`src/rtl/pb_event_pkg.sv`:
```
// Shared types and default parameters for the push-button event decoder.
package pb_event_pkg;

  typedef enum logic [1:0] {
    ST_LOCK    = 2'd0,
    ST_IDLE    = 2'd1,
    ST_PRESSED = 2'd2,
    ST_LONG    = 2'd3
  } pb_state_e;

  localparam int DEF_LONG_CYCLES   = 200;
  localparam int DEF_REPEAT_CYCLES = 25;
  localparam int DEF_MODE_NUM      = 4;

endpackage

```
`src/rtl/pb_hold_timer.sv`:
```
// Terminal-count counter: o_done strobes while enabled at TERMINAL-1, and the count
// then restarts from 0. i_clr holds the count at 0.
module pb_hold_timer
  import pb_event_pkg::*;
#(
  parameter int TERMINAL = DEF_LONG_CYCLES,
  parameter int CNT_W    = $clog2(DEF_LONG_CYCLES)
) (
  input  logic clk,
  input  logic rst,
  input  logic i_clr,
  input  logic i_en,
  output logic o_done
);

  logic [CNT_W-1:0] r_cnt;
  logic             w_at_term;

  assign w_at_term = (r_cnt == CNT_W'(TERMINAL - 1));
  assign o_done    = i_en && w_at_term;

  always_ff @(posedge clk) begin
    if (rst || i_clr) begin
      r_cnt <= '0;
    end else if (i_en) begin
      r_cnt <= w_at_term ? '0 : r_cnt + CNT_W'(1);
    end
  end

endmodule

```
`src/rtl/pb_event_decoder.sv`:
```
// Turns a debounced button level into press/release/long/repeat pulses and a mode index.
// Auto-repeat while held long is compiled in with `define PB_AUTOREPEAT_EN.
module pb_event_decoder
  import pb_event_pkg::*;
#(
  parameter int  LONG_CYCLES   = DEF_LONG_CYCLES,
  parameter int  REPEAT_CYCLES = DEF_REPEAT_CYCLES,
  parameter int  MODE_NUM      = DEF_MODE_NUM,
  localparam int MODE_W        = $clog2(MODE_NUM)
) (
  input  logic              clk,
  input  logic              rst,
  input  logic              pb_debounced,
  output logic              press_pulse,
  output logic              release_pulse,
  output logic              long_pulse,
  output logic              repeat_pulse,
  output logic              held,
  output logic [MODE_W-1:0] mode
);

  localparam int HOLD_W = $clog2(LONG_CYCLES);

  if (LONG_CYCLES < 2) begin : g_bad_long
    $error("LONG_CYCLES must be at least 2");
  end
  if (REPEAT_CYCLES < 1) begin : g_bad_repeat
    $error("REPEAT_CYCLES must be at least 1");
  end
  if (MODE_NUM < 2) begin : g_bad_mode
    $error("MODE_NUM must be at least 2");
  end

  pb_state_e         r_state, w_state_next;
  logic              r_press, r_release, r_long, r_held;
  logic              w_press_next, w_release_next, w_long_next;
  logic [MODE_W-1:0] r_mode, w_mode_next;
  logic              w_hold_done;
  logic              w_rep_done;

  function automatic logic [MODE_W-1:0] f_mode_inc(input logic [MODE_W-1:0] m);
    return (m == MODE_W'(MODE_NUM - 1)) ? '0 : m + MODE_W'(1);
  endfunction

  // Counters only run in their own state; outside it they are held cleared.
  pb_hold_timer #(.TERMINAL(LONG_CYCLES), .CNT_W(HOLD_W)) u_hold_timer (
    .clk    (clk),
    .rst    (rst),
    .i_clr  (r_state != ST_PRESSED),
    .i_en   ((r_state == ST_PRESSED) && pb_debounced),
    .o_done (w_hold_done)
  );

`ifdef PB_AUTOREPEAT_EN
  localparam int REP_W = $clog2(REPEAT_CYCLES + 1);
  logic r_repeat, w_repeat_next;

  pb_hold_timer #(.TERMINAL(REPEAT_CYCLES), .CNT_W(REP_W)) u_rep_timer (
    .clk    (clk),
    .rst    (rst),
    .i_clr  (r_state != ST_LONG),
    .i_en   ((r_state == ST_LONG) && pb_debounced),
    .o_done (w_rep_done)
  );

  always_ff @(posedge clk) begin
    if (rst) r_repeat <= 1'b0;
    else     r_repeat <= w_repeat_next;
  end

  assign repeat_pulse = r_repeat;
`else
  assign w_rep_done   = 1'b0;
  assign repeat_pulse = 1'b0;
`endif

  // Release is tested first in every held state so it always wins over a terminal count.
  always_comb begin
    w_state_next   = r_state;
    w_press_next   = 1'b0;
    w_release_next = 1'b0;
    w_long_next    = 1'b0;
    w_mode_next    = r_mode;
`ifdef PB_AUTOREPEAT_EN
    w_repeat_next  = 1'b0;
`endif
    case (r_state)
      ST_LOCK: begin
        if (!pb_debounced) w_state_next = ST_IDLE;
      end
      ST_IDLE: begin
        if (pb_debounced) begin
          w_state_next = ST_PRESSED;
          w_press_next = 1'b1;
        end
      end
      ST_PRESSED: begin
        if (!pb_debounced) begin
          w_state_next   = ST_IDLE;
          w_release_next = 1'b1;
          w_mode_next    = f_mode_inc(r_mode);
        end else if (w_hold_done) begin
          w_state_next = ST_LONG;
          w_long_next  = 1'b1;
        end
      end
      ST_LONG: begin
        if (!pb_debounced) begin
          w_state_next   = ST_IDLE;
          w_release_next = 1'b1;
        end else if (w_rep_done) begin
`ifdef PB_AUTOREPEAT_EN
          w_repeat_next = 1'b1;
`endif
          w_mode_next   = f_mode_inc(r_mode);
        end
      end
      default: w_state_next = ST_LOCK;
    endcase
  end

  always_ff @(posedge clk) begin
    if (rst) begin
      r_state   <= ST_LOCK;
      r_press   <= 1'b0;
      r_release <= 1'b0;
      r_long    <= 1'b0;
      r_held    <= 1'b0;
      r_mode    <= '0;
    end else begin
      r_state   <= w_state_next;
      r_press   <= w_press_next;
      r_release <= w_release_next;
      r_long    <= w_long_next;
      r_held    <= (w_state_next == ST_PRESSED) || (w_state_next == ST_LONG);
      r_mode    <= w_mode_next;
    end
  end

  assign press_pulse   = r_press;
  assign release_pulse = r_release;
  assign long_pulse    = r_long;
  assign held          = r_held;
  assign mode          = r_mode;

endmodule

```
`config.mk`:
```
export PLATFORM = sky130hd
export DESIGN_NAME = pb_event_decoder
export DESIGN_NICKNAME = d
export VERILOG_FILES = /design/src/rtl/pb_event_pkg.sv /design/src/rtl/pb_hold_timer.sv /design/src/rtl/pb_event_decoder.sv
export SDC_FILE = /design/constraint.sdc
export NUM_CORES = 1
export LEC_CHECK = 0
export BUFFER_PORTS_ARGS = -buffer_cell sky130_fd_sc_hd__buf_2
export CAP_MARGIN = 40
export CORE_MARGIN = 3
export CORE_UTILIZATION = 40
export CTS_BUF_LIST = sky130_fd_sc_hd__clkbuf_16
export DETAILED_ROUTE_END_ITERATION = 7
export GPL_TIMING_DRIVEN = 0
export PLACE_DENSITY = 0.67
export SYNTH_ARGS = -nofsm -noshare
export SYNTH_HDL_FRONTEND = slang
export SYNTH_SLANG_ARGS = --single-unit
```
`constraint.sdc`:
```
create_clock -name clk -period 1.6 [get_ports clk]
set_input_delay 0.08 -clock clk [delete_from_list [all_inputs] [get_ports clk]]
set_output_delay 0.08 -clock clk [all_outputs]
set_load 0.01 [all_outputs]
```
======== Word level (Yosys, flattened, before mapping) ========
Cells that the tools add are included.
W data, S select, Z words.
word-level totals
  register bits ........................... 16
  bits of input ports ..................... 3
  output and inout bits ................... 7
  word-level logic and storage cells ...... 42
operators by class
  add/subtract/negate cells ............... 2
  eq/ne operators ......................... 8
  multiplexer cells ....................... 10
  bitwise operators ....................... 4
  reductions and logical operators ........ 11
operator list
  cell                   count
  $eq A2 B2 Y1 const B   5
  $mux W2                5
  $add A8 B1 Y8 const B  1
  $eq A8 B8 Y1 const B   1
  $mux W8                1
  $reduce_or A2 Y1       4
  $pmux W2 S3            1
  $not A1 Y1             4
  $mux W1                3
  $reduce_or A3 Y1       1
  $add A2 B1 Y2 const B  1
  $eq A2 B1 Y1 const B   1
  $logic_and A1 B1 Y1    2
  $logic_not A2 Y1       1
  $logic_or A1 B1 Y1     2
  $ne A2 B2 Y1 const B   1
  $reduce_and A2 Y1      1

======== Longest topological paths before layout ========
Gate-level depths: netlist of run 1.
  depth after elaboration ................. 8
  mapped depth ............................ 6

======== By module ========
Synthesis of run 1 repeated with hierarchy kept, for this count alone.
second synthesis, totals
  cell total of the unflattened synthesis .. 80
  area total of the unflattened synthesis .. 753.2 um^2
modules (own cells, without submodules)
  module            times used  cells each  area an instance (um^2)
  pb_event_decoder  1           41          381.6
  pb_hold_timer     1           39          371.6

======== Worst setup path after synthesis of run 1 ========
Ideal clock, no wire load.
  path kind ............................... reg-to-reg
  start ................................... register held (netlist name)
  end ..................................... register r_state[0]
  data arrival time ....................... 1.522 ns
  slack ................................... -0.010 ns
  stages on the path, launching flop included .. 6
  clock period less this slack ............ 1.610 ns
  cell sequence ........................... dfxtp_1 -> ha_1 -> buf_4 -> nand4_4 -> or3_4 -> a311oi_2
RTL lines
  what                    RTL line                 RTL
  end signal: assignment  pb_event_decoder.sv:131  r_state <= w_state_next;
  end: declaration        pb_event_decoder.sv:34   pb_state_e r_state, w_state_next;

======== Worst setup path in the final report of run 1 ========
  start ................................... register r_state[0]
  end ..................................... register r_state[0]
on the way
  longest elaborated chain between the ends .. 6
  elaborated cells on any way between the ends .. 12
ends and longest elaborated chain
  what                 RTL line                                        RTL
  $eq A2 B2 Y1         pb_event_decoder.sv:50, pb_event_decoder.sv:87
  $logic_and A1 B1 Y1  pb_event_decoder.sv:50                          .i_en ((r_state == ST_PRESSED) && pb_debounced),
  $logic_and A1 B1 Y1  pb_hold_timer.sv:20                             assign o_done = i_en && w_at_term;
  $mux W2              pb_event_decoder.sv:102                         end else if (w_hold_done) begin
  $mux W2              pb_event_decoder.sv:98                          if (!pb_debounced) begin
  $pmux W2 S3 *        pb_event_decoder.sv:87                          case (r_state)
Every way passes the cells marked *; elsewhere a longest branch is shown, timed or not.
A chain may end at the register's enable or synchronous reset.

==> results.toml, run 1 <==
[worst_setup_path]
worstSetupPathType = "reg2reg"
crit_family = "simple AND/OR/NAND/NOR gates"
worstPathRequired_ns = 1.74
worst_setup_path_start_kind = "flip-flop"
crit_buf_inv = 1
slowest_delay_ns = 0.43
critPathCaptureType = "flip-flop"
cp_max_fo = 5
slowest_stage = "or3_4"
path_cells = "inv_4 > ha_4 > nand4_4 > or3_4 > a311oi_2"
critPathArrivalTime_ns = 1.68

[synthesis]
async_flop_share = 0
syn_inst = 84
synth_top_area_frac = 0.387
avgSynthCellArea_um2 = 9.24
yosysSeqAreaShare = 0.387
synth_largest_area_cell = "dfxtp_1"
synth_ff_type = "dfxtp_1"
syn_area_um2 = 776
ys_top_cells_by_count = "15 x dfxtp_1, 9 x nor2_1, 6 x ha_1, 6 x nand2_1"
yosys_register_bits = 15
synth.most_common_cell = "dfxtp_1"
synth.area.top_cells = "dfxtp_1 39%, ha_1 9.7%, nor2_1 4.4%"
yosysWarningCount = 0
syn_nets = 93
synth-edff-count = 0
yosysUniqueCellTypes = 32

[route]
first_pass_iters = 4
ant_nets = 0
routed_wirelength_um = 1450
drc = 0
wl_per_cell_um = 11.9
vias = 621
drt_iter0_markers = 9
vias_per_cell = 5.09

[min_path]
hp-class = "in2reg"

[finish]
fin_area_um2 = 976
fin_nets = 107
drive_gt1_frac = 0.237
seq_area_um2 = 308
stdcell_count = 122
area_growth_pct = 25.8
n_fill_cell = 158
diodes = 0
multi_input_area_um2 = 464

[global_route]
first_global_vias = 556
grt_max_degree = 11
antenna_found_initial = 0
grt_use_total = 0.132
grt-ovfl-total = 0
grt_pass1_wl_um = 2480

[run_status]
status = "finished, final reports clean"

[power]
sw_frac_of_total = 0.211
intPower_mw = 0.755
finalPower_mw = 0.957
switchingPower_mw = 0.202
cellPowerDensity_nw_per_um2 = 980
leakage_nw = 0.363
pwr-share-clk = 0.492
peakVddDrop_mv = 0.843
pwr-share-comb = 0.093
pwr-share-seq = 0.415

[placed_design]
dp.cells = 116
place.gp.congestion = 0.787
hpwl_um = 981
port_buffers = 7
placed_area_um2 = 843

[timing]
period_share = 0.960
maxSlewViolCount = 0
finClkSkew_ns = 0.00405
max_freq_mhz = 651
min_period_ns = 1.54
finalHoldViolCount = 0
hold_ws_ns = 0.194
setup_viol = 0

[die]
dieArea_um2 = 2500
row_count = 15
dieWidth_um = 50.0
ios = 10
die_h_um = 50.0
coreArea_um2 = 1780
start_util = 0.435

[cts]
clkSinkCount = 15
cts.path.max_buffers = 2
cts_root_buf = "clkbuf_16"
clk_latency_ns = 0.24
ctsHtreeMaxLevel = 1
clk_pin_slew_ns = 0.05
cts_made_buffers = 3
cts_tree = "done"

[job]
drv_cap = 0
==> final timing paths <==
check	cells past startpoint	from	slack [ns]	endpoint
setup / recovery	5	r_state[0]	0.06	r_state[0]
setup reg to reg	5	r_state[0]	0.06	r_state[0]
hold / removal	2	rst	0.19	long_pulse
hold reg to reg	2	u_hold_timer.r_cnt[7]	0.49	u_hold_timer.r_cnt[7]
==> cells by family after synthesis <==
logic type      synth area share
simple gates               0.242
compound gates             0.168
flops                      0.387
buf+inv                   0.0532
fa+ha+maj                 0.0968
xor+xnor                  0.0226
mux                       0.0258
other cells              0.00483
==> placed cells by master, fill, tap and decap left out, types with 3 or more instances in the layout <==
cell type / netlist / layout
or3_1: 3 / 3
inv_1: 4 / 4
ha_1: 6 / 5
o31ai_1: 3 / 3
nor2_1: 9 / 9
a21oi_1: 4 / 4
nand2_1: 6 / 6
clkbuf_1: 3 / 3
buf_2: 0 / 7
dfxtp_1: 15 / 13
clkbuf_16: 0 / 3
buf_4: 2 / 4
==> flip-flops by register name, summed over array words and instances (netlist names) <==
name and flops:
press_pulse 1, mode 2, release_pulse 1, r_state 1, long_pulse 1, held 1
u_hold_timer.r_cnt 8
==> worst reg2reg max path, delay by kind of cell, from the launching register on <==
family | cells | cell delay [ns]
flip-flops | 1 | 0.36
AND/OR/NAND/NOR | 2 | 0.58
AO/OA/AOI/OAI | 1 | 0.26
buffers and inverters | 1 | 0.06
adder cells (fa/ha/maj) | 1 | 0.17
==> routing by layer <==
metal / up-vias / track usage / wire (µm)
li1: 322 / - / -
met1: 286 / 0.161 / 682
met2: 9 / 0.202 / 680
met3: 4 / 0.0544 / 51
met4: 0 / 0.0553 / 37
met5: - / 0 / 0
==> area by class of cell <==
class / instances / area share
inverter: 4 / 0.0179
tap: 25 / 0.0321
clock inverter: 1 / 0.00385
timing repair buffer: 10 / 0.0590
multi-input combinational: 60 / 0.476
sequential: 15 / 0.315
clock buffer: 3 / 0.0769
buffer: 4 / 0.0192
==> power groups by stage <==
stage	Combinational [mW]	Clock, mW	Sequential, mW
floorplan	0.0583	0	0.401
global placement	0.0767	0	0.400
detailed placement	0.0782	0	0.401
CTS	0.0853	0.485	0.394
global route	0.104	0.499	0.398
finish	0.0890	0.471	0.397
==> stage by stage <==
step,utilization,setup TNS [ns],setup slack (ns)
floorplan,-,0,0.0540
global placement,0.473,-0.0570,-0.0545
detailed placement,0.473,-0.330,-0.0892
CTS,0.533,0,0.000940
global route,0.547,-0.0171,-0.0171
finish,0.547,0,0.0641
==> what timing repair did <==
item,4_1_cts,5_1_grt
gates resized for setup,3,7
hold buffers,0,0
setup endpoints to repair,7,7
pin swaps,1,2
buffers inserted,2,1
(Power assumes the default switching activity.)
==> inputs of run 2 (changes only) <==
--- a/config.mk
+++ b/config.mk
@@ -8,11 +8,11 @@
 export BUFFER_PORTS_ARGS = -buffer_cell sky130_fd_sc_hd__buf_2
 export CAP_MARGIN = 40
 export CORE_MARGIN = 3
-export CORE_UTILIZATION = 40
+export CORE_UTILIZATION = 48
 export CTS_BUF_LIST = sky130_fd_sc_hd__clkbuf_16
 export DETAILED_ROUTE_END_ITERATION = 7
 export GPL_TIMING_DRIVEN = 0
-export PLACE_DENSITY = 0.67
+export PLACE_DENSITY = 0.77
 export SYNTH_ARGS = -nofsm -noshare
 export SYNTH_HDL_FRONTEND = slang
 export SYNTH_SLANG_ARGS = --single-unit
==> results.toml, run 2 (synthesized netlist as in run 1, its figures left out) <==
[run_status]
status = "finished, final reports clean"

[cts]
clk_latency_ns = 0.24
cts.path.max_buffers = 2
clkSinkCount = 15
cts_hold_buf = 0
cts_made_buffers = 3
clk_pin_slew_ns = 0.05
cts_tree = "done"
cts_root_buf = "clkbuf_16"
ctsHtreeMaxLevel = 1

[worst_setup_path]
worstSetupPathType = "reg2reg"
cp_max_fo = 5
critPathCaptureType = "flip-flop"
worstPathRequired_ns = 1.75
critPathArrivalTime_ns = 1.71
worst_setup_path_start_kind = "flip-flop"

[route]
drc = 0
routed_wirelength_um = 1580
first_pass_iters = 4
vias_per_cell = 5.62
vias = 635
ant_nets = 0
drt_iter0_markers = 21
wl_per_cell_um = 14.0

[power]
leakage_nw = 0.372
peakVddDrop_mv = 0.821
cellPowerDensity_nw_per_um2 = 997
pwr-share-clk = 0.490
switchingPower_mw = 0.207
pwr-share-comb = 0.097
pwr-share-seq = 0.413
sw_frac_of_total = 0.215
intPower_mw = 0.756

[global_route]
grt_pass1_wl_um = 2660
grt_max_degree = 11
grt_use_met2 = 0.266
busiest_layer = "met2"
antenna_found_initial = 0
grt_use_total = 0.175
first_global_vias = 602
grt-ovfl-total = 0
gr-usage-met1 = 0.222
gr-usage-met3 = 0.0586

[timing]
period_share = 0.974
maxSlewViolCount = 0
min_period_ns = 1.56
finClkSkew_ns = 0.00274
setup_viol = 0
final.setup.tns_ns = 0
finalHoldViolCount = 0
max_freq_mhz = 642

[finish]
largest_register = "u_hold_timer.r_cnt"
drive_gt1_frac = 0.265
fin_util = 0.691
n_fill_cell = 103
final_cell_mix = "13 x dfxtp_1, 9 x nor2_1, 7 x buf_2"
diodes = 0
fin_nets = 108
largest_reg_flops = 8
area_growth_pct = 24.5
final_common_cell = "dfxtp_1"

[die]
ios = 10
row_count = 13
die_h_um = 46.2
dieArea_um2 = 2130
coreArea_um2 = 1400
start_util = 0.555
dieWidth_um = 46.2

[job]
drv_cap = 0

[min_path]
hp-class = "in2reg"

[placed_design]
port_buffers = 7
place.gp.congestion = 0.673
hpwl_um = 1040
==> run 2: critical path: stages, from the launching register on <==
cell and delay (ns):
dfxtp_4 0.36, inv_4 0.07, ha_4 0.12, buf_6 0.11
nand4_4 0.11, or3_4 0.42, a311oi_2 0.26
==> run 2: through the flow <==
step           setup WS [ns]  cells  hold slack (ns)  power, mW  instance area, µm²
2_1_floorplan         0.0540     84            0.339      0.459                 777
3_3_place_gp         -0.0651    106            0.428      0.477                 831
3_5_place_dp          -0.126    106            0.440      0.481                 831
4_1_cts               0.0139    112            0.179      0.965                 930
5_1_grt             -0.00323    113            0.221       1.00                 966
6_report              0.0419    113            0.186      0.963                 966
==> run 2: path summary, 6_finish.rpt <==
| kind | start | to | slack (ns) | cells after the start |
|---|---|---|---|---|
| setup / recovery | r_state[0] | r_state[0] | 0.04 | 6 |
| setup reg to reg | r_state[0] | r_state[0] | 0.04 | 6 |
| hold / removal | rst | mode[1] | 0.19 | 2 |
| hold reg to reg | u_hold_timer.r_cnt[7] | u_hold_timer.r_cnt[7] | 0.50 | 2 |
==> run 2: what timing repair did <==
item                                    in CTS  in global routing
pin swaps                                    1                  2
buffers inserted                             2                  1
endpoints found under the setup margin       7                  7
gates resized for setup                      3                  7
==> run 2: layout make-up <==
| class | count | area, µm² | share of cell area |
|---|---|---|---|
| Buffer | 5 | 30.0 | 0.0311 |
| Sequential cell | 15 | 308 | 0.319 |
| Timing Repair Buffer | 10 | 57.6 | 0.0596 |
| Clock inverter | 1 | 3.75 | 0.00389 |
| Clock buffer | 3 | 75.1 | 0.0777 |
| Tap cell | 15 | 18.8 | 0.0194 |
| Inverter | 4 | 17.5 | 0.0181 |
| Multi-Input combinational cell | 60 | 455 | 0.472 |
==> run 2: power groups by stage <==
stage,Sequential (mW),Clock (mW),Combinational [mW]
after global routing,0.398,0.501,0.104
final,0.398,0.472,0.0932
after global placement,0.400,0,0.0764
after CTS,0.396,0.483,0.0861
after floorplan,0.401,0,0.0583
after detailed placement,0.401,0,0.0793
==> run 2: per-layer routing <==
layer | part of all wire | routed length, µm
met1 | 0.46 | 731
met2 | 0.46 | 731
met3 | 0.066 | 104
met4 | 0.0070 | 11
met5 | 0 | 0
==> inputs of run 3 (changes only) <==
--- a/config.mk
+++ b/config.mk
@@ -7,7 +7,7 @@
 export LEC_CHECK = 0
 export BUFFER_PORTS_ARGS = -buffer_cell sky130_fd_sc_hd__buf_2
 export CAP_MARGIN = 40
-export CORE_MARGIN = 3
+export CORE_MARGIN = 2
 export CORE_UTILIZATION = 48
 export CTS_BUF_LIST = sky130_fd_sc_hd__clkbuf_16
 export DETAILED_ROUTE_END_ITERATION = 7
==> constraint.sdc (replaced) <==
create_clock -name clk -period 1.6 [get_ports clk]
set_input_delay 0.32 -clock clk [delete_from_list [all_inputs] [get_ports clk]]
set_output_delay 0.32 -clock clk [all_outputs]
set_load 0.01 [all_outputs]
==> results.toml, run 3 (synthesized netlist as in run 1, its figures left out) <==
[run_status]
status = "finished, final reports clean"

[finish]
area_growth_pct = 22.3
final_cell_mix = "13 x dfxtp_1, 9 x nor2_1, 7 x buf_2"
largest_reg_flops = 8
n_fill_cell = 116
largest_register = "u_hold_timer.r_cnt"
fin_nets = 108
final_common_cell = "dfxtp_1"
diodes = 0
drive_gt1_frac = 0.245

[placed_design]
port_buffers = 7
place.gp.congestion = 0.788
hpwl_um = 934
place_ws_ns = -0.0605

[timing]
finClkSkew_ns = 0.00219
period_share = 0.964
final.setup.tns_ns = 0
maxSlewViolCount = 0
min_period_ns = 1.54
fin_ws_ns = 0.0570
finalHoldViolCount = 0
max_freq_mhz = 648
setup_viol = 0

[global_route]
grt_use_total = 0.172
grt_pass1_wl_um = 2440
gr-usage-met3 = 0.0367
grt_max_degree = 11
antenna_found_initial = 0
busiest_layer = "met2"
first_global_vias = 557
gr-usage-met1 = 0.227
grt-ovfl-total = 0
grt_use_met2 = 0.262

[cts]
clk_latency_ns = 0.24
ctsHtreeMaxLevel = 1
cts_tree = "done"
clk_pin_slew_ns = 0.05
cts_made_buffers = 3
cts_root_buf = "clkbuf_16"
clkSinkCount = 15
cts.path.max_buffers = 2
cts_hold_buf = 0

[worst_setup_path]
cp_max_fo = 5
worstSetupPathType = "reg2reg"
critPathArrivalTime_ns = 1.71
worst_setup_path_start_kind = "flip-flop"
worstPathRequired_ns = 1.77
critPathCaptureType = "flip-flop"

[die]
coreArea_um2 = 1510
row_count = 14
dieWidth_um = 44.2
start_util = 0.515
dieArea_um2 = 1950
die_h_um = 44.2
ios = 10

[route]
wl_per_cell_um = 12.8
first_pass_iters = 4
vias = 648
vias_per_cell = 5.68
routed_wirelength_um = 1460
ant_nets = 0
drt_iter0_markers = 10
drc = 0

[power]
switchingPower_mw = 0.198
peakVddDrop_mv = 0.670
leakage_nw = 0.366
intPower_mw = 0.754
pwr-share-seq = 0.415
cellPowerDensity_nw_per_um2 = 1000
pwr-share-clk = 0.494
sw_frac_of_total = 0.208
pwr-share-comb = 0.091

[job]
drv_cap = 0

[min_path]
hp-class = "in2reg"
==> run 3: final cells by class <==
cell class	count	area, µm²	share of cell area
multi-input cells	60	444	0.468
flip-flops and latches	15	303	0.319
clock buffers	3	75.1	0.0792
repair buffers	10	57.6	0.0607
plain buffers	5	30.0	0.0317
well taps	16	20.0	0.0211
inverters	4	15.0	0.0158
clock inverters	1	3.75	0.00396
==> run 3: routing by layer <==
layer	wire length [µm]	vias to the layer above
li1	-	331
met1	686	294
met2	690	19
met3	56	4
met4	21	0
met5	0	-
==> run 3: power by group through the flow <==
stage,Sequential [mW],Combinational (mW),Clock [mW]
after detailed placement,0.401,0.0770,0
after global placement,0.400,0.0757,0
after floorplan,0.401,0.0583,0
after global routing,0.396,0.0985,0.496
final,0.395,0.0863,0.471
after CTS,0.394,0.0847,0.476
==> run 3: worst max-delay path, cell delays in order, from the launching register on <==
cell and delay [ns]:
dfxtp_2 0.34, inv_2 0.07, ha_2 0.16, buf_6 0.12
nand4_4 0.12, buf_4 0.17, or3_1 0.33, a31oi_1 0.16
==> run 3: path summary, 6_finish.rpt <==
| check | from | to | slack [ns] | depth (start not counted) |
|---|---|---|---|---|
| worst max-delay path | r_state[0] | u_hold_timer.r_cnt[6] | 0.06 | 7 |
| worst min-delay path | rst | mode[1] | 0.41 | 2 |
| worst min register to register | u_hold_timer.r_cnt[7] | u_hold_timer.r_cnt[7] | 0.49 | 2 |
| worst max register to register | r_state[0] | u_hold_timer.r_cnt[6] | 0.06 | 7 |
==> run 3: stage by stage <==
| stage | hold slack (ns) | utilization | area (µm²) | power (mW) | cells |
|---|---|---|---|---|---|
| after floorplan | 0.452 | - | 777 | 0.459 | 84 |
| after global placement | 0.465 | 0.552 | 832 | 0.476 | 107 |
| after detailed placement | 0.483 | 0.552 | 832 | 0.478 | 107 |
| after CTS | 0.417 | 0.617 | 930 | 0.954 | 113 |
| after global routing | 0.457 | 0.630 | 948 | 0.991 | 114 |
| final | 0.409 | 0.630 | 948 | 0.952 | 114 |
==> run 3: timing repair <==
item,CTS,global route
endpoints found under the setup margin,7,8
pin swaps,1,2
setup buffers,2,1
gates resized for setup,1,4
